**config.mk**
```make
export PLATFORM = sky130hd
export DESIGN_NAME = prod_accum_flat
export DESIGN_NICKNAME = d
export VERILOG_FILES = /design/src/rtl/prod_accum_if.sv /design/src/rtl/prod_accum.sv /design/src/flat_wrapper.sv
export SDC_FILE = /design/constraint.sdc
export NUM_CORES = 1
export LEC_CHECK = 0
export CAP_MARGIN = 30
export CORE_MARGIN = 3
export CORE_UTILIZATION = 46
export DETAILED_ROUTE_END_ITERATION = 16
export DONT_BUFFER_PORTS = 1
export GPL_ROUTABILITY_DRIVEN = 0
export PLACE_DENSITY_LB_ADDON = 0.2
export SYNTH_ARGS = -nofsm -noshare
export SYNTH_HDL_FRONTEND = slang
export SYNTH_SLANG_ARGS = --single-unit
```
**constraint.sdc**
```tcl
create_clock -name clk -period 1.9 [get_ports clk]
set_input_delay 0.285 -clock clk [delete_from_list [all_inputs] [get_ports clk]]
set_output_delay 0.285 -clock clk [all_outputs]
set_load 0.005 [all_outputs]
```
**src/rtl/prod_accum_if.sv**
```systemverilog
// Product-in / sum-out handshake bundle between the multiplier, the accumulator and its consumer.
interface prod_accum_if #(
  parameter int unsigned PROD_W = 16,
  parameter int unsigned ACC_W  = 18
);
  logic              clear;
  logic [PROD_W-1:0] in_prod;
  logic              in_valid;
  logic              in_ready;
  logic [ACC_W-1:0]  out_sum;
  logic              out_valid;
  logic              out_ready;
  logic [7:0]        out_cnt;

  modport master (
    output clear, in_prod, in_valid, out_ready,
    input  in_ready, out_sum, out_valid, out_cnt
  );

  modport slave (
    input  clear, in_prod, in_valid, out_ready,
    output in_ready, out_sum, out_valid, out_cnt
  );
endinterface

```
**src/rtl/prod_accum.sv**
```systemverilog
// Sums NUM_TERMS unsigned products into one result and holds it on a valid/ready port,
// stalling the product stream until the result is taken.
module prod_accum #(
  parameter int unsigned PROD_W    = 16,
  parameter int unsigned NUM_TERMS = 4,
  parameter int unsigned ACC_W     = 18
) (
  input  logic      clk,
  input  logic      reset,
  prod_accum_if.slave bus
);

  localparam int unsigned EXT_W = ACC_W - PROD_W;

  typedef enum logic {
    ST_ACCUM = 1'b0,
    ST_HOLD  = 1'b1
  } state_t;

  state_t             state_q;
  logic [ACC_W-1:0]   acc_q;
  logic [ACC_W-1:0]   out_sum_q;
  logic               out_valid_q;
  logic [7:0]         cnt_q;
  logic [ACC_W-1:0]   sum_d;
  logic               in_ready_c;
  logic               accept_c;
  logic               last_c;

  assign in_ready_c = (state_q == ST_ACCUM) && !bus.clear && !reset;
  assign accept_c   = bus.in_valid && in_ready_c;
  assign last_c     = (cnt_q == 8'(NUM_TERMS - 1));
  assign sum_d      = acc_q + {{EXT_W{1'b0}}, bus.in_prod};

  // Reset and clear flush everything, including a result still waiting in HOLD.
  always_ff @(posedge clk) begin
    if (reset || bus.clear) begin
      state_q     <= ST_ACCUM;
      acc_q       <= '0;
      cnt_q       <= '0;
      out_sum_q   <= '0;
      out_valid_q <= 1'b0;
    end else begin
      case (state_q)
        ST_ACCUM: begin
          if (accept_c) begin
            if (last_c) begin
              out_sum_q   <= sum_d;
              out_valid_q <= 1'b1;
              acc_q       <= '0;
              cnt_q       <= '0;
              state_q     <= ST_HOLD;
            end else begin
              acc_q <= sum_d;
              cnt_q <= cnt_q + 8'd1;
            end
          end
        end
        ST_HOLD: begin
          if (out_valid_q && bus.out_ready) begin
            out_valid_q <= 1'b0;
            state_q     <= ST_ACCUM;
          end
        end
        default: state_q <= ST_ACCUM;
      endcase
    end
  end

  assign bus.in_ready  = in_ready_c;
  assign bus.out_sum   = out_sum_q;
  assign bus.out_valid = out_valid_q;
  assign bus.out_cnt   = cnt_q;

endmodule

```
**src/flat_wrapper.sv**
```systemverilog
// flat-port wrapper written by rule: the top's interface ports become plain ports
module prod_accum_flat 
#(
  parameter int unsigned PROD_W    = 16,
  parameter int unsigned NUM_TERMS = 4,
  parameter int unsigned ACC_W     = 18
)
  (clk, reset, bus_clear, bus_in_prod, bus_in_valid, bus_out_ready, bus_in_ready, bus_out_sum, bus_out_valid, bus_out_cnt);
  prod_accum_if #(.PROD_W(PROD_W), .ACC_W(ACC_W)) bus_i ();
  input  logic clk;
  input  logic reset;
  input wire logic [$bits(bus_i.clear)-1:0] bus_clear;
  input wire logic [$bits(bus_i.in_prod)-1:0] bus_in_prod;
  input wire logic [$bits(bus_i.in_valid)-1:0] bus_in_valid;
  input wire logic [$bits(bus_i.out_ready)-1:0] bus_out_ready;
  output wire logic [$bits(bus_i.in_ready)-1:0] bus_in_ready;
  output wire logic [$bits(bus_i.out_sum)-1:0] bus_out_sum;
  output wire logic [$bits(bus_i.out_valid)-1:0] bus_out_valid;
  output wire logic [$bits(bus_i.out_cnt)-1:0] bus_out_cnt;
  assign bus_i.clear = bus_clear;
  assign bus_i.in_prod = bus_in_prod;
  assign bus_i.in_valid = bus_in_valid;
  assign bus_i.out_ready = bus_out_ready;
  assign bus_in_ready = bus_i.in_ready;
  assign bus_out_sum = bus_i.out_sum;
  assign bus_out_valid = bus_i.out_valid;
  assign bus_out_cnt = bus_i.out_cnt;
  prod_accum #(.PROD_W(PROD_W), .NUM_TERMS(NUM_TERMS), .ACC_W(ACC_W)) u_core (.clk(clk), .reset(reset), .bus(bus_i));
endmodule
```
==> flow_summary.json <==
{
  "drt_iter0_markers": 138,
  "netlist_area_um2": 2440,
  "crit-reg2reg-launch": "u_core.acc_q[4]$_SDFFE_PP0P_",
  "via_per_inst": 5.69,
  "r2r_slack_ps": -20,
  "p_leak_nw": 1.26,
  "p_sw_mw": 0.549,
  "rr_worst_depth": 7,
  "ioPinCount": 49,
  "holdBufCountCts": 0,
  "die_x_um": 78.8,
  "cp_slowest_stage_delay_ps": 350,
  "fin_nets": 351,
  "tightest_slew_ps": 436,
  "crit_end": "u_core.acc_q[15]$_SDFFE_PP0P_",
  "ff_latch_area_um2": 927,
  "crit_chain": "ha_4 -> o211ai_1 -> o211ai_1 -> a211oi_2 -> a211oi_2 -> xor2_1 -> a22o_1",
  "syn_inst": 285,
  "hp-class": "in -> reg",
  "drive_gt1_frac": 0.281,
  "pre_cts_ws_ps": -126,
  "post_drt_wl_per_cell_um": 16.8,
  "status": "finished with violations",
  "crit_required_ps": 2150,
  "route.detailed.drc": 0,
  "insertion_delay_ps": 310,
  "worstPathMaxFanout": 4,
  "grt_pass1_wl_mm": 10.3,
  "place_inst": 368,
  "setup_viol": 1,
  "cp_top_family": "compound AO/OA/AOI/OAI gates",
  "switching_share": 0.284,
  "io_buffers": 0,
  "antenna_found_initial": 0,
  "core_area_um2": 4910,
  "ir_worst_vdd_uv": 347,
  "powerDensity_nw_per_um2": 624,
  "synth.avg_cell_area_um2": 8.56,
  "rows": 25,
  "hold_path_depth": 3,
  "r2r_end": "u_core.acc_q[15]$_SDFFE_PP0P_",
  "tritoncts": "built",
  "cts.path.max_buffers": 2,
  "cts_buffers": 5,
  "track_usage": 0.209,
  "finalWorstSetupSlack_ps": -15.9,
  "postRouteAntennaNets": 0,
  "finalPower_mw": 1.93,
  "synth_cell_types": 43,
  "max_slew_margin": 0.709,
  "ys_warn_count": 0,
  "final_max_slew_viol_count": 0,
  "comb_power_share": 0.171,
  "synth-seq-cells": 46,
  "min_period_over_period": 1.01,
  "power_frac_seq": 0.511,
  "fillers": 421,
  "arrival_ps": 2170,
  "die_h_um": 78.8,
  "synth-edff-count": 0,
  "drt_wl_total_mm": 6.39,
  "p_int_mw": 1.38,
  "finalNonFillerCells": 380,
  "first_global_vias": 2122,
  "endpoint_kind": "flip-flop",
  "overflow": 0,
  "rsz0062_at_grt": "true",
  "synthesis.nets": 324,
  "slowest_stage": "dfxtp_2",
  "clockPowerShare": 0.318,
  "crit_type": "reg -> reg",
  "startpoint": "u_core.acc_q[4]$_SDFFE_PP0P_",
  "fmax_mhz": 522,
  "cp-start-kind": "flip-flop",
  "finalClockSkew_ps": 7.34,
  "start_util": 0.497,
  "multi_input_area_um2": 1740,
  "grt_start_max_net_pins": 20,
  "placed_cell_area_um2": 2680,
  "cts_sinks": 46,
  "htree_levels": 2,
  "dpl.hpwl_mm": 4.41,
  "hold_violations": 0,
  "maxCapViolations": 0,
  "vias": 2161,
  "period_needed_ps": 1920,
  "area_growth_pct": 26.8,
  "ys.flop_type": "dfxtp_1",
  "worst-path-stages": 7,
  "seq_area_frac_synth": 0.378,
  "ys_async_sr_fraction": 0,
  "violations": "negative setup slack",
  "fin_area_um2": 3090,
  "cts_root_buf": "clkbuf_8",
  "firstDrtPassIters": 4,
  "diodes": 0,
  "path_clk_slew_ps": 90,
  "die_area_um2": 6210,
  "critical_path_buf_inv_count": 0
}
## layer usage
layer / routed length, um / vias up / global-route usage
li1: - / 1075 / -
met2: 3050 / 63 / 0.342
met4: 63 / 0 / 0.0619
met3: 487 / 8 / 0.0635
met5: 0 / - / 0
met1: 2780 / 1015 / 0.264
## worst min path at each step
stage | slack, ps | startpoint | endpoint
2_1_floorplan | 430 | u_core.acc_q[10]$_SDFFE_PP0P_ | u_core.acc_q[10]$_SDFFE_PP0P_
3_3_place_gp | 440 | u_core.acc_q[9]$_SDFFE_PP0P_ | u_core.acc_q[9]$_SDFFE_PP0P_
3_5_place_dp | 450 | u_core.acc_q[9]$_SDFFE_PP0P_ | u_core.acc_q[9]$_SDFFE_PP0P_
4_1_cts | 160 | bus_out_ready | u_core.bus.out_valid$_SDFFE_PP0P_
5_1_grt | 180 | bus_out_ready | u_core.state_q$_SDFF_PP0_
6_report | 170 | bus_out_ready | u_core.bus.out_valid$_SDFFE_PP0P_
## final cells by class
cell class,instances,share of cell area
clock buffer,5,0.0222
multi-input combinational,225,0.564
inverter,4,0.00485
clock inverter,3,0.00688
sequential,46,0.300
timing repair buffer,30,0.0752
tap,67,0.0271
## flip-flops by register name, summed over array words and instances (netlist names)
register,count
u_core.state_q,1
u_core.bus.out_valid,1
u_core.bus.out_cnt,8
u_core.acc_q,18
u_core.bus.out_sum,18
## placed cells by master, fill, tap and decap left out, types with 2 or more instances in the layout
cell type	n
buf_4	28
buf_6	2
dfxtp_1	41
nand4_1	3
a21o_1	5
a22oi_1	6
o31ai_2	2
o21ai_1	12
xnor2_1	7
and3_1	4
a211oi_2	3
o21ai_0	3
o21ai_2	2
xor2_1	9
nand3b_1	2
xor2_2	2
xnor2_2	3
ha_1	9
nand2_1	38
a21oi_1	13
a21oi_2	5
nand3_1	21
nor2_1	26
ha_4	7
o211ai_1	4
inv_1	3
dfxtp_2	5
a22o_1	7
clkbuf_8	5
o21a_1	4
## what timing repair did
item	CTS	global route
endpoints found under the setup margin	18	37
gates resized for setup	11	48
pin swaps	7	30
buffers inserted	1	3
## power by group through the flow
| stage | Combinational (mW) | Clock (mW) | Sequential [mW] |
|---|---|---|---|
| final | 0.330 | 0.614 | 0.987 |
| after global placement | 0.259 | 0 | 1.01 |
| after CTS | 0.271 | 0.633 | 0.985 |
| after detailed placement | 0.261 | 0 | 1.01 |
| after floorplan | 0.188 | 0 | 1.01 |
| after global routing | 0.363 | 0.667 | 0.989 |
## metrics by stage
| step | TNS, ps | hold slack, ps | util |
|---|---|---|---|
| floorplan | 0 | 429 | - |
| global placement | -267 | 439 | 0.545 |
| detailed placement | -1040 | 452 | 0.545 |
| finish | -15.9 | 171 | 0.630 |
| global route | -966 | 177 | 0.630 |
| CTS | -28.5 | 163 | 0.576 |
## kinds of logic (layout without fill, tap and decap cells)
| family | count (synthesis) | after routing | synth area share |
|---|---|---|---|
| XOR/XNOR | 21 | 21 | 0.0754 |
| buffers and inverters | 14 | 42 | 0.0241 |
| flip-flops | 46 | 46 | 0.378 |
| AND/OR/NAND/NOR | 107 | 107 | 0.210 |
| AO/OA/AOI/OAI | 79 | 79 | 0.218 |
| adder cells (fa/ha/maj) | 18 | 18 | 0.0954 |
## synthesized netlist by cell type (6+ instances only)
cell type,number,area (um^2)
o21ai_1,7,35.0
o21ai_0,11,55.1
xnor2_1,10,87.6
dfxtp_1,46,921
ha_1,17,213
nand3_1,22,110
nand2_1,38,143
nor2_1,27,101
a22oi_1,6,45.0
a22o_1,7,61.3
xor2_1,11,96.3
a21oi_1,19,95.1
## worst register-to-register path, cell delays in order, from the launching register on
cell	delay (ps)
dfxtp_2	350
ha_4	290
o211ai_1	100
o211ai_1	340
a211oi_2	130
a211oi_2	260
xor2_1	230
a22o_1	170
No activity file was read; power rests on OpenSTA's default activity.
